### config.mk
export PLATFORM = sky130hd
export DESIGN_NAME = cache_ctrl
export DESIGN_NICKNAME = d
export VERILOG_FILES = /design/src/rtl/cache_ctrl_pkg.sv /design/src/rtl/cache_ctrl_mem_beat_port.sv /design/src/rtl/cache_ctrl.sv
export SDC_FILE = /design/constraint.sdc
export NUM_CORES = 1
export LEC_CHECK = 0
export BUFFER_PORTS_ARGS = -buffer_cell sky130_fd_sc_hd__buf_4
export CORE_MARGIN = 10
export CORE_UTILIZATION = 39
export CTS_BUF_LIST = sky130_fd_sc_hd__clkbuf_16
export DETAILED_ROUTE_END_ITERATION = 6
export GPL_TIMING_DRIVEN = 0
export PLACE_DENSITY = 0.79
export SLEW_MARGIN = 20
export SYNTH_ARGS = -nofsm -noshare
export SYNTH_HDL_FRONTEND = slang
export SYNTH_SLANG_ARGS = --single-unit
### constraint.sdc
create_clock -name clk -period 6 [get_ports clk]
set_input_delay 0.6 -clock clk [delete_from_list [all_inputs] [get_ports clk]]
set_output_delay 0.6 -clock clk [all_outputs]
set_load 0.02 [all_outputs]
### src/rtl/cache_ctrl_pkg.sv
// Shared definitions for the 2-way write-back cache controller: address field
// widths, controller state encoding and the line-word address builder.
package cache_ctrl_pkg;

    localparam int unsigned ADDR_BITS           = 32;
    localparam int unsigned TAG_BITS            = 23;
    localparam int unsigned SET_INDEX_WIDTH     = 5;
    localparam int unsigned ELEMENT_WORDS       = 4;
    localparam int unsigned ELEMENT_WORDS_WIDTH = 2;
    localparam int unsigned INDEX_LSB           = ELEMENT_WORDS_WIDTH + 2;

    localparam logic [ELEMENT_WORDS_WIDTH-1:0] LAST_WORD = ELEMENT_WORDS_WIDTH'(ELEMENT_WORDS - 1);
    localparam logic [2:0]                     WIDTH_WORD = 3'b010;

    typedef enum logic [2:0] {
        ST_IDLE   = 3'd0,
        ST_LOOKUP = 3'd1,
        ST_WB_RD  = 3'd2,
        ST_WB_WR  = 3'd3,
        ST_FILL   = 3'd4
    } state_t;

    function automatic logic [ADDR_BITS-1:0] line_word_addr(
        input logic [TAG_BITS-1:0]            tag,
        input logic [SET_INDEX_WIDTH-1:0]     index,
        input logic [ELEMENT_WORDS_WIDTH-1:0] word
    );
        return {tag, index, word, 2'b00};
    endfunction

endpackage

### src/rtl/cache_ctrl_mem_beat_port.sv
// Registered single-beat memory request port: a start pulse launches a beat and
// holds cs/we/addr/din stable until the memory acknowledges it.
module cache_ctrl_mem_beat_port
    import cache_ctrl_pkg::*;
(
    input  logic                 clk,
    input  logic                 rst,
    input  logic                 start,
    input  logic                 beat_we,
    input  logic [ADDR_BITS-1:0] beat_addr,
    input  logic [31:0]          beat_din,
    input  logic                 ack,
    output logic                 mem_cs,
    output logic                 mem_we,
    output logic [ADDR_BITS-1:0] mem_addr,
    output logic [31:0]          mem_din
);

    always_ff @(posedge clk or posedge rst) begin
        if (rst) begin
            mem_cs <= 1'b0;
            mem_we <= 1'b0;
        end else if (start) begin
            mem_cs <= 1'b1;
            mem_we <= beat_we;
        end else if (ack) begin
            mem_cs <= 1'b0;
            mem_we <= 1'b0;
        end
    end

    // Address and data only matter while cs is high, so they carry no reset.
    always_ff @(posedge clk) begin
        if (start) begin
            mem_addr <= beat_addr;
            mem_din  <= beat_din;
        end
    end

endmodule

### src/rtl/cache_ctrl.sv
// Controller for the 2-way write-back data cache: lookup, dirty-victim
// write-back, 4-word refill and replay of the stalled CPU access.
module cache_ctrl
    import cache_ctrl_pkg::*;
(
    input  logic                 clk,
    input  logic                 rst,
    input  logic                 cpu_en_r,
    input  logic                 cpu_en_w,
    input  logic [ADDR_BITS-1:0] cpu_addr,
    input  logic [2:0]           cpu_u_b_h_w,
    input  logic [31:0]          cpu_din,
    output logic [31:0]          cpu_dout,
    output logic                 cpu_stall,
    output logic [ADDR_BITS-1:0] cache_addr,
    output logic                 cache_load,
    output logic                 cache_store,
    output logic                 cache_edit,
    output logic                 cache_invalid,
    output logic [2:0]           cache_u_b_h_w,
    output logic [31:0]          cache_din,
    input  logic [31:0]          cache_dout,
    input  logic                 cache_hit,
    input  logic                 cache_valid,
    input  logic                 cache_dirty,
    input  logic [TAG_BITS-1:0]  cache_tag,
    output logic                 mem_cs,
    output logic                 mem_we,
    output logic [ADDR_BITS-1:0] mem_addr,
    output logic [31:0]          mem_din,
    input  logic [31:0]          mem_dout,
    input  logic                 mem_ack
);

    state_t                         state;
    logic [ELEMENT_WORDS_WIDTH-1:0] word_cnt;
    logic [TAG_BITS-1:0]            victim_tag;

    logic [TAG_BITS-1:0]        cpu_tag;
    logic [SET_INDEX_WIDTH-1:0] cpu_index;
    logic [ADDR_BITS-1:0]       line_addr;
    logic [ADDR_BITS-1:0]       victim_addr;
    logic                       ack_ok;
    logic                       request;
    logic                       dirty_victim;

    logic                 beat_start;
    logic                 beat_we;
    logic [ADDR_BITS-1:0] beat_addr;
    logic [31:0]          beat_din;

    assign cpu_tag       = cpu_addr[ADDR_BITS-1 -: TAG_BITS];
    assign cpu_index     = cpu_addr[INDEX_LSB +: SET_INDEX_WIDTH];
    assign line_addr     = line_word_addr(cpu_tag, cpu_index, word_cnt);
    assign victim_addr   = line_word_addr(victim_tag, cpu_index, word_cnt);
    assign request       = cpu_en_r | cpu_en_w;
    assign dirty_victim  = cache_valid & cache_dirty;
    // Acks only count against a beat that is actually in flight.
    assign ack_ok        = mem_ack & mem_cs;
    assign cache_invalid = 1'b0;

    always_comb begin
        cache_addr    = cpu_addr;
        cache_load    = 1'b0;
        cache_store   = 1'b0;
        cache_edit    = 1'b0;
        cache_u_b_h_w = cpu_u_b_h_w;
        cache_din     = cpu_din;
        cpu_stall     = 1'b1;
        beat_start    = 1'b0;
        beat_we       = 1'b0;
        beat_addr     = line_addr;
        beat_din      = cache_dout;
        case (state)
            ST_IDLE: begin
                cache_load = cpu_en_r & ~rst;
                cache_edit = cpu_en_w & ~rst;
                cpu_stall  = request;
            end
            ST_LOOKUP: begin
                cpu_stall = ~cache_hit;
                // A clean miss launches the first refill beat straight away.
                if (!cache_hit && !dirty_victim) begin
                    beat_start = 1'b1;
                    beat_addr  = line_word_addr(cpu_tag, cpu_index, '0);
                end
            end
            ST_WB_RD: begin
                cache_addr = line_addr;
            end
            ST_WB_WR: begin
                cache_addr = line_addr;
                beat_start = ~mem_cs;
                beat_we    = 1'b1;
                beat_addr  = victim_addr;
            end
            ST_FILL: begin
                cache_addr = line_addr;
                beat_start = ~mem_cs;
                if (ack_ok) begin
                    cache_store   = 1'b1;
                    cache_din     = mem_dout;
                    cache_u_b_h_w = WIDTH_WORD;
                end
            end
            default: begin
                cpu_stall = 1'b1;
            end
        endcase
    end

    always_ff @(posedge clk or posedge rst) begin
        if (rst) begin
            state      <= ST_IDLE;
            word_cnt   <= '0;
            victim_tag <= '0;
            cpu_dout   <= '0;
        end else begin
            case (state)
                ST_IDLE: begin
                    if (request) state <= ST_LOOKUP;
                end
                ST_LOOKUP: begin
                    if (cache_hit) begin
                        if (cpu_en_r) cpu_dout <= cache_dout;
                        state <= ST_IDLE;
                    end else if (dirty_victim) begin
                        victim_tag <= cache_tag;
                        word_cnt   <= '0;
                        state      <= ST_WB_RD;
                    end else begin
                        word_cnt <= '0;
                        state    <= ST_FILL;
                    end
                end
                ST_WB_RD: begin
                    state <= ST_WB_WR;
                end
                ST_WB_WR: begin
                    if (ack_ok) begin
                        if (word_cnt == LAST_WORD) begin
                            word_cnt <= '0;
                            state    <= ST_FILL;
                        end else begin
                            word_cnt <= word_cnt + 1'b1;
                            state    <= ST_WB_RD;
                        end
                    end
                end
                ST_FILL: begin
                    // After the last word the held request is re-probed from IDLE and now hits.
                    if (ack_ok) begin
                        if (word_cnt == LAST_WORD) state <= ST_IDLE;
                        else word_cnt <= word_cnt + 1'b1;
                    end
                end
                default: begin
                    state <= ST_IDLE;
                end
            endcase
        end
    end

    cache_ctrl_mem_beat_port u_beat (
        .clk       (clk),
        .rst       (rst),
        .start     (beat_start),
        .beat_we   (beat_we),
        .beat_addr (beat_addr),
        .beat_din  (beat_din),
        .ack       (ack_ok),
        .mem_cs    (mem_cs),
        .mem_we    (mem_we),
        .mem_addr  (mem_addr),
        .mem_din   (mem_din)
    );

endmodule

==> results of run 1 <==
kinds of logic (layout without fill, tap and decap cells):
group | after synthesis | after routing
flops | 124 | 124
simple gates | 108 | 108
mux | 90 | 90
buf+inv | 50 | 414
compound gates | 21 | 21
fa+ha+maj | 1 | 1
other cells | 1 | 3
worst max-delay path, delay by kind of cell, from the launching register on:
kind          cells  cell delay, ns
buf+inv           2            0.37
flops             1            0.40
mux               1            0.37
simple gates      2            0.69
worst min path at each step:
stage / cells after the start / slack [ns] / endpoint / from
after global routing: 2 / 0.21 / word_cnt[0] / rst
after floorplan: 1 / 0.48 / victim_tag[0] / victim_tag[0]
after global placement: 1 / 0.48 / cpu_dout[28] / cpu_dout[28]
final: 2 / 0.20 / word_cnt[0] / rst
after detailed placement: 1 / 0.49 / cpu_dout[24] / cpu_dout[24]
after CTS: 2 / 0.19 / word_cnt[0] / rst
metrics by stage:
step	cells	cell area, um2
floorplan	397	5430
global placement	905	8120
detailed placement	909	8240
CTS	941	8850
global route	941	8850
finish	941	8850
where the power goes:
part / leakage [uW] / total (uW) / switching (uW) / internal, uW
logic: 0.00257 / 1640 / 894 / 749
clock network: 0.000294 / 1050 / 388 / 660
registers: 0.00133 / 1440 / 155 / 1290
state kept, by name, summed over array words and instances (netlist names):
name and count:
cpu_dout 32, state 3, u_beat.mem_addr 30, u_beat.mem_cs 1, u_beat.mem_din 32, u_beat.mem_we 1, victim_tag 23, word_cnt 2
cells in the mapped netlist, drive strengths merged, types with 3 or more instances:
| cell | instances |
|---|---|
| o21ai | 7 |
| inv | 3 |
| nor2 | 5 |
| nor2b | 3 |
| buf | 42 |
| nand3 | 3 |
| a21oi | 5 |
| clkbuf | 5 |
| dfrtp | 62 |
| and2 | 6 |
| edfxtp | 62 |
| mux2 | 89 |
| nand2 | 78 |
| nor3 | 3 |
layer usage:
| layer | vias to the layer above | share of wire (%) | track usage (%) |
|---|---|---|---|
| met5 | - | 0 | 0 |
| met2 | 178 | 53 | 32.9 |
| met3 | 15 | 8.8 | 6.52 |
| met1 | 2153 | 37 | 20.3 |
| li1 | 2078 | - | - |
| met4 | 0 | 1.1 | 5.97 |
cell type report:
cell class	instances	area, um2	area share (%)
buffer	47	335	3.79
clock inverter	15	186	2.11
clock buffer	17	425	4.81
inverter	3	13.8	0.156
multi-input combinational	223	1680	19.0
timing repair buffer	332	2560	29.0
sequential	124	3410	38.6
tap	180	225	2.55
==> out/results.tsv, run 1 <==
stage	metric	value	unit
floorplan	Ports	332	
status	status	finished, final reports clean	
grt	GRT Total Usage	18.6	%
yosys	asr flop ratio synth	50.0	%
yosys	Synth top area share	34.3	%
floorplan	chip width	138	um
worst_setup_path	Critical Path Start	state[2]	
grt	first-pass GRT wire length	26.8	mm
worst_setup_path	worst path cell trace	or3b_4 > nor2_8 > buf_6 > mux2_1 > buf_4	
finish	most common cell after layout, fill and taps aside	buf_4	
floorplan	Starting Density	39.4	%
place	DP Wirelength	15.3	mm
clock_network	post-cts resize count	0	
finish	Area growth, synth to finish	63.1	%
finish	Fillers	1096	
flow_run	Max Cap Viol	0	
clock_network	Setup Fix Bufs, Post-CTS	0	
floorplan	die height	138	um
place	GPL Wtd Cong	0.842	
worst_setup_path	crit path max fanout	10	
yosys	Synth Area in Compound Gates	2.44	%
yosys	Unique masters post-synth	39	
yosys	Post-Synth Adder-Cell Area	0.231	%
floorplan	row count	43	
clock_network	CTS tree	done	
hold_path	worst min path class	input port to async pin	
grt	GRT overflow	0	
sta	crit share post-route	47.3	%
detailed_routing	ANT nets after route	0	
finish	layout cells sized above 1	62.3	%
sta	FMAX	352	MHz
worst_setup_path	CP Launch Type	flip-flop	
place	pre-CTS setup slack	3.57	ns
floorplan	core area	13800	um2
pwr	LEAKAGE	0.00419	uW
finish	final core area utilization	64.2	%
yosys	Synth Flop Type	edfxtp_1	
yosys	Synth Area in XOR/XNOR	0	%
worst_setup_path	crit path to	cache_din[6]	
pwr	Max VDD drop	0.000294	V
pwr	overall power	4130	uW
clock_network	clk slew on worst S/H paths	0.06	ns
worst_setup_path	worst r2r src	state[2]	
yosys	cell taking the most area after synthesis	edfxtp_1	
clock_network	clk_lat worst skew	0.41	ns
clock_network	CTS Buffer Depth	2	
detailed_routing	total number of vias	4424	
sta	final hold viol count	0	
grt	largest net degree at the start of global routing	34	
sta	Least-Margin Pin Slew	0.612	ns
worst_setup_path	reg2reg setup slack	3.76	ns
worst_setup_path	Critical Path Sink Type	output port	
pwr	PwrDens	467	nW/um2
sta	clock skew	0.00932	ns
finish	Antenna Cells	0	
grt	initial antenna violation count	0	
yosys	Avg Inst Size Synth	13.7	um2
sta	Tmin final	2.84	ns
floorplan	Die ar.	19000	um2
detailed_routing	first-pass iteration count of the detailed router	4	
clock_network	Root Buffer	clkbuf_16	
clock_network	Max H-tree Level	4	
worst_setup_path	slowest stage delay, CP	0.46	ns
place	I/O Buffers	328	
yosys	Yosys warnings	0	
worst_setup_path	Crit Path Class	flip-flop to output port	
sta	setup TNS	0	ns
detailed_routing	DR DRC count	0	
worst_setup_path	worst r2r path cells	5	
worst_setup_path	CP Data Arrival Time	2.24	ns
worst_setup_path	worst reg2reg path endpoint	u_beat.mem_din[0]	
clock_network	# hold bufs at CTS	0	
detailed_routing	post-DR wirelength/cell	19.6	um
yosys	dominant cells by area after synthesis	edfxtp_1 34%, dfrtp_1 29%, mux2_2 13%, mux2_1 5.6%, nand2_1 5.4%	
worst_setup_path	Critical-path top delay cell	or3b_4	
finish	final-stage net count	911	
detailed_routing	vias per inst	4.70	
yosys	Synth Cell Area	5430	um2
sta	max_slew headroom	59.1	%
sta	final setup vio count	0	
sta	worst setup margin	3.16	ns
yosys	largest family of logic cells by synthesized area	multiplexers	
sta	RSZ-0062 raised after global routing	no	
yosys	post-synthesis mux area share	18.7	%
clock_network	CTS Buf Count	17	
yosys	Seq cells post-synth	124	
clock_network	Sink Count	124	
finish	most frequent cells in the layout	363 x buf_4, 78 x nand2_1, 62 x mux2_2, 62 x dfrtp_1, 62 x edfxtp_1	
yosys	post-synthesis simple-gate area fraction	9.29	%
yosys	sequential share of the synthesized area	62.9	%
grt	number of global-route vias before repair	4701	
sta	fin. max-slew vios	0	
detailed_routing	DRT iter0 DRCs	213	
detailed_routing	Post-Route WL	18.4	mm
yosys	cell count after synthesis	395	
sta	hold slack	0.197	ns
worst_setup_path	Crit path required time	5.40	ns
yosys	Post-synth EDFFs	62	
Power figures use the tool's default switching activity.
==> inputs of run 2 (changes only) <==
- ABC_AREA: default -> 1
- CORE_UTILIZATION: 39 -> 44
- PLACE_DENSITY: 0.79 -> 0.82
- clock period: 6 -> 2.8 ns (I/O delays scaled with it)
==> out/results.tsv, run 2 <==
stage	metric	value	unit	change
status	status	finished, final reports clean		
grt	GRT Total Usage	21.4	%	+2.8 points
yosys	Post-synth EDFFs	62		unchanged
yosys	cell taking the most area after synthesis	edfxtp_1		
yosys	Post-Synth Adder-Cell Area	0.218	%	-0.013 points
clock_network	clk_lat worst skew	0.41	ns	about the same
flow_run	Max Cap Viol	0		unchanged
sta	Least-Margin Pin Slew	0.516	ns	-0.0953 ns
worst_setup_path	crit path max fanout	10		unchanged
sta	RSZ-0062 raised after global routing	no		
pwr	Max VDD drop	0.000547	V	+86%
clock_network	Root Buffer	clkbuf_16		
yosys	Yosys warnings	0		unchanged
hold_path	Hold Path Origin	cache_dout[19]		
floorplan	Ports	332		unchanged
sta	max_slew headroom	65.6	%	+6.5 points
clock_network	CTS Buffer Depth	2		unchanged
hold_path	hold endpoint	u_beat.mem_din[19]		
sta	final hold viol count	0		unchanged
yosys	post-synthesis simple-gate area fraction	27.6	%	+18 points
finish	layout cells sized above 1	44.5	%	-18 points
sta	FMAX	450	MHz	
clock_network	Setup Fix Bufs, Post-CTS	0		unchanged
sta	worst setup margin	0.579	ns	-2.58 ns
yosys	dominant cells by area after synthesis	edfxtp_1 32%, dfrtp_1 27%, nand2_1 17%, nand3_1 5.8%, buf_4 4.8%		
pwr	LEAKAGE	0.00467	uW	+12%
yosys	Post-synth top cells	262 x nand2_1, 67 x nand3_1, 62 x dfrtp_1, 62 x edfxtp_1, 37 x buf_4		
clock_network	clk slew on worst S/H paths	0.06	ns	about the same
sta	fin. max-slew vios	0		unchanged
finish	final-stage net count	1128		+24%
clock_network	CTS tree	done		
worst_setup_path	worst reg2reg path endpoint	u_beat.mem_din[5]		
grt	number of global-route vias before repair	5856		+25%
detailed_routing	DR DRC count	0		unchanged
detailed_routing	total number of vias	5488		+24%
hold_path	worst min path class	input port to flip-flop		
worst_setup_path	slowest stage delay, CP	0.35	ns	-0.11 ns
place	DP Wirelength	16.0	mm	+4.5%
worst_setup_path	cell mode on critical path	buf_4		
worst_setup_path	Crit Path Class	flip-flop to output port		
yosys	Synth Area in Compound Gates	3.61	%	+1.2 points
sta	crit share post-route	79.3	%	
clock_network	Max H-tree Level	4		unchanged
sta	Tmin final	2.22	ns	
yosys	Seq cells post-synth	124		unchanged
detailed_routing	post-DR wirelength/cell	17.4	um	-11%
floorplan	row count	41		-4.7%
finish	Antenna Cells	0		unchanged
finish	most common cell after layout, fill and taps aside	buf_4		
detailed_routing	Post-Route WL	20.0	mm	+8.6%
hold_path	hold path depth	1		
grt	first-pass GRT wire length	30.6	mm	+14%
detailed_routing	DRT iter0 DRCs	462		+120%
finish	most frequent cells in the layout	364 x buf_4, 262 x nand2_1, 67 x nand3_1, 62 x dfrtp_1, 62 x edfxtp_1		
worst_setup_path	Critical Path Start	state[1]		
place	pre-CTS setup slack	0.799	ns	-2.77 ns
worst_setup_path	CP Data Arrival Time	1.94	ns	-0.30 ns
worst_setup_path	CP Launch Type	flip-flop		
yosys	Synth Cell Area	5750	um2	+6.0%
finish	largest registers	cpu_dout: 32 flops, u_beat.mem_din: 32 flops, u_beat.mem_addr: 30 flops		
yosys	Synth Area in XOR/XNOR	0	%	unchanged
yosys	cell count after synthesis	614		+55%
floorplan	Die ar.	18000	um2	-5.2%
sta	clock skew	0.00936	ns	+0.0000429 ns
pwr	PwrDens	1000	nW/um2	+110%
yosys	Synth Flop Type	edfxtp_1		
yosys	Unique masters post-synth	28		-28%
yosys	Avg Inst Size Synth	9.36	um2	-32%
finish	Fillers	1001		-8.7%
grt	initial antenna violation count	0		unchanged
worst_setup_path	Crit path required time	2.52	ns	-2.88 ns
worst_setup_path	Critical Path Sink Type	output port		
yosys	largest family of logic cells by synthesized area	simple AND/OR/NAND/NOR gates		
finish	Area growth, synth to finish	57.5	%	
sta	hold slack	0.0552	ns	-0.141 ns
detailed_routing	ANT nets after route	0		unchanged
place	I/O Buffers	327		-0.30%
yosys	post-synthesis mux area share	0	%	-19 points
grt	GRT overflow	0		unchanged
clock_network	CTS Buf Count	17		unchanged
worst_setup_path	worst r2r path cells	7		+2
worst_setup_path	worst r2r src	state[1]		
floorplan	die height	134	um	-2.6%
place	GPL Wtd Cong	0.838		-0.40%
worst_setup_path	Critical-path top delay cell	dfrtp_1		
yosys	sequential share of the synthesized area	59.4	%	-3.5 points
floorplan	Starting Density	45.2	%	+5.8 points
yosys	most common cell in the netlist	nand2_1		
worst_setup_path	reg2reg setup slack	0.80	ns	-2.96 ns
grt	largest net degree at the start of global routing	35		+2.9%
yosys	Synth top area share	32.4	%	-1.9 points
detailed_routing	first-pass iteration count of the detailed router	5		+1
floorplan	core area	12700	um2	-7.6%
floorplan	chip width	134	um	-2.6%
clock_network	Sink Count	124		unchanged
detailed_routing	vias per inst	4.77		+1.5%
worst_setup_path	worst path cell trace	buf_4 > nor2_8 > nand2_4 > clkbuf_1 > o21ai_0 > nand2_1 > buf_4		
sta	final setup vio count	0		unchanged
yosys	asr flop ratio synth	50.0	%	unchanged
-- run 2: cell count changes in the layout (fill, tap and decap cells not counted), moves of 3 or more --
cell,change
nor2_1,+9
clkbuf_1,+7
nor2b_1,-3
nand2_1,+184
buf_16,-3
inv_1,+12
o21ai_0,+30
mux2_1,-27
nand3_1,+64
nand2_2,+10
nor2_4,+3
and2_1,-6
mux2_2,-62
buf_6,+6
-- run 2: area by class of cell --
class	instances	area, um2	area share [%]
multi-input combinational	412	1820	20.1
sequential	124	3410	37.7
timing repair buffer	330	2500	27.7
buffer	63	459	5.07
tap	172	215	2.38
clock inverter	15	150	1.66
clock buffer	17	425	4.70
inverter	17	68.8	0.760
-- run 2: cell families after synthesis --
family                   after synthesis
flip-flops                           124
AO/OA/AOI/OAI                         41
other                                  1
buffers and inverters                 80
AND/OR/NAND/NOR                      367
adder cells (fa/ha/maj)                1
-- run 2: worst max-delay path by stage --
stage                     endpoint  slack [ns]  cells past startpoint
3_5_place_dp    u_beat.mem_addr[5]        0.80                      7
5_1_grt              cache_din[28]        0.43                      5
4_1_cts              cache_din[17]        0.52                      7
3_3_place_gp    u_beat.mem_addr[5]       -0.51                      6
6_report             cache_din[17]        0.58                      7
2_1_floorplan  u_beat.mem_addr[10]        0.25                      6
-- run 2: critical path: cells and delay by family (launching register included) --
kind / cells / cell delay (ns)
and+or+nand+nor: 3 / 0.33
AOI/OAI and AO/OA: 1 / 0.24
buffers and inverters: 3 / 0.60
DFF: 1 / 0.35
-- run 2: timing repair --
item                                   CTS  global route
gates resized for setup                  0             0
endpoints found under the hold margin   30             0
hold buffers                             1             0
-- run 2: stage by stage --
step	instances	power [uW]	util, %	instance area, um2	setup TNS [ns]
finish	1150	9090	71.2	9060	0
global route	1150	9630	71.2	9060	0
CTS	1150	9170	71.2	9060	0
detailed placement	1117	7030	66.6	8470	0
global placement	1115	6930	66.2	8430	-31.58
floorplan	616	5300	-	5760	0
-- run 2: report_power, final --
group	switching, uW	internal [uW]
logic	2420	1460
registers	302	2800
clock network	803	1310
total	3520	5570
-- run 2: layer usage --
metal	track usage, %	share of wire (%)	vias to the layer above
li1	-	-	2675
met1	21.1	34	2548
met2	39.9	54	241
met3	8.81	10	24
met4	6.47	1.7	0
met5	0	0	-
==> inputs of run 3 (changes only) <==
- ABC_AREA: 1 -> 0
- CORE_UTILIZATION: 44 -> 43
- clock period: 2.8 -> 2.3 ns (I/O delays scaled with it)
==> out/results.tsv, run 3 (synthesis results as in run 1) <==
stage	metric	value	unit	change
worst_setup_path	worst reg2reg path endpoint	victim_tag[3]		
detailed_routing	Post-Route WL	20.6	mm	+3.0%
grt	GRT overflow	0		unchanged
status	status	finished, final reports clean		
worst_setup_path	reg2reg setup slack	0.29	ns	-0.51 ns
floorplan	Ports	332		unchanged
worst_setup_path	crit path max fanout	10		unchanged
sta	RSZ-0062 raised after global routing	yes		
worst_setup_path	worst r2r path cells	6		-1
worst_setup_path	Critical-path top delay cell	or3b_4		
grt	GRT Total Usage	22.6	%	+1.1 points
grt	first-pass GRT wire length	30.8	mm	+0.88%
clock_network	Max H-tree Level	4		unchanged
clock_network	Root Buffer	clkbuf_16		
clock_network	Sink Count	124		unchanged
grt	initial antenna violation count	0		unchanged
place	GPL Wtd Cong	0.878		+4.7%
detailed_routing	first-pass iteration count of the detailed router	4		-1
sta	final setup vio count	0		unchanged
pwr	LEAKAGE	0.00442	uW	-5.4%
worst_setup_path	slowest stage delay, CP	0.44	ns	+0.09 ns
pwr	Max VDD drop	0.000682	V	+25%
detailed_routing	ANT nets after route	0		unchanged
pwr	Reg power frac	35.1	%	+1.0 points
hold_path	Hold Path Origin	cpu_addr[4]		
pwr	Clk pwr share	22.4	%	-0.8 points
pwr	overall power	10800	uW	+19%
clock_network	CTS Buf Count	17		unchanged
worst_setup_path	Crit path required time	2.07	ns	-0.45 ns
sta	FMAX	438	MHz	
pwr	PwrDens	1160	nW/um2	+16%
grt	largest net degree at the start of global routing	33		-5.7%
sta	Least-Margin Pin Slew	0.509	ns	-0.00674 ns
hold_path	worst min path class	input port to flip-flop		
hold_path	hold path depth	1		unchanged
grt	number of global-route vias before repair	5142		-12%
clock_network	clk_lat worst skew	0.41	ns	about the same
pwr	Comb power frac	42.6	%	about the same
pwr	Sw Share	35.9	%	-2.9 points
hold_path	hold endpoint	u_beat.mem_addr[4]		
detailed_routing	DR DRC count	0		unchanged
floorplan	Die ar.	17500	um2	-2.9%
clock_network	clk slew on worst S/H paths	0.06	ns	about the same
worst_setup_path	worst path cell trace	or3b_4 > nor2_8 > buf_8 > mux2_1 > buf_4		
worst_setup_path	worst r2r src	state[2]		
pwr	Sw Pwr	3870	uW	+9.8%
finish	layout cells sized above 1	60.8	%	+16 points
floorplan	core area	12200	um2	-4.4%
sta	setup TNS	0	ns	unchanged
pwr	Int Pwr	6920	uW	+24%
worst_setup_path	CP Launch Type	flip-flop		
sta	crit share post-route	99.4	%	
place	DP Wirelength	15.5	mm	-2.6%
floorplan	chip width	132	um	-1.5%
worst_setup_path	CP Data Arrival Time	2.06	ns	+0.12 ns
worst_setup_path	Crit Path Class	flip-flop to output port		
sta	hold slack	0.0154	ns	-0.0398 ns
finish	most frequent cells in the layout	365 x buf_4, 77 x nand2_1, 62 x dfrtp_1, 62 x edfxtp_1, 57 x mux2_2		
detailed_routing	vias per inst	4.81		+0.81%
finish	most common cell after layout, fill and taps aside	buf_4		
detailed_routing	post-DR wirelength/cell	21.1	um	+21%
finish	Fillers	748		-25%
clock_network	CTS tree	done		
finish	largest registers	cpu_dout: 32 flops, u_beat.mem_din: 32 flops, u_beat.mem_addr: 30 flops		
flow_run	Max Cap Viol	0		unchanged
detailed_routing	total number of vias	4700		-14%
finish	Final Non-Filler Cells	977		-15%
sta	Tmin final	2.29	ns	
sta	clock skew	0.00683	ns	-0.00253 ns
sta	fin. max-slew vios	0		unchanged
floorplan	row count	40		-2.4%
clock_network	CTS Buffer Depth	2		unchanged
place	placed insts	896		-20%
finish	Area growth, synth to finish	71.5	%	
floorplan	Starting Density	44.6	%	-0.58 points
place	I/O Buffers	328		+0.31%
sta	final hold viol count	0		unchanged
worst_setup_path	Critical Path Sink Type	output port		
finish	final-stage net count	959		-15%
floorplan	die height	132	um	-1.5%
finish	Antenna Cells	0		unchanged
detailed_routing	DRT iter0 DRCs	308		-33%
sta	max_slew headroom	66.0	%	+0.45 points
[run 3: worst max-delay path by stage]
stage,start,endpoint,slack (ns)
floorplan,state[2],u_beat.mem_addr[10],0.01
global route,state[1],cache_din[9],-0.07
finish,state[1],cache_din[17],0.01
CTS,state[1],cache_din[8],-0.004
global placement,state[2],u_beat.mem_addr[20],-0.57
detailed placement,state[2],u_beat.mem_addr[20],0.14
[run 3: area by class of cell]
cell class | instances | area (um2) | share of cell area, %
multi-input combinational | 223 | 1740 | 18.7
buffer | 47 | 347 | 3.73
clock buffer | 17 | 425 | 4.57
tap | 168 | 210 | 2.26
clock inverter | 15 | 111 | 1.20
timing repair buffer | 380 | 3040 | 32.7
sequential | 124 | 3410 | 36.7
inverter | 3 | 13.8 | 0.148
[run 3: power groups by stage]
stage | Combinational, uW | Clock [uW] | Sequential (uW)
global route | 4860 | 2550 | 3880
finish | 4590 | 2410 | 3780
floorplan | 1540 | 0 | 4530
CTS | 4480 | 2440 | 3770
detailed placement | 4320 | 0 | 3800
global placement | 4090 | 0 | 3770
[run 3: metal layers]
metal  part of all wire (%)  up-vias  GRT usage (%)  wire (um)
li1                       -     2162              -          -
met4                    1.2        0           5.56        248
met5                      0        -              0          0
met1                     37     2301           24.3       7620
met2                     55      216           41.2      11200
met3                    7.3       21           7.55       1510
[run 3: metrics by stage]
stage	util, %	instance area [um2]	setup slack (ns)
after floorplan	-	5450	0.0130
after global placement	66.8	8120	-0.570
after detailed placement	67.4	8200	0.141
after CTS	75.5	9190	-0.00357
after global routing	76.5	9300	-0.0652
final	76.5	9300	0.0144
[run 3: timing repair]
action                     CTS  global route
buffers inserted             9             3
setup endpoints to repair   30            79
hold endpoints to repair    65             1
pin swaps                    2             0
hold buffers                36             1
resized for setup            9            18
[run 3: critical path: cells and delay by family, from the launching register on]
family / cells / cell delay [ns]
buf+inv: 2 / 0.33
flops: 1 / 0.37
mux: 1 / 0.34
simple gates: 2 / 0.60
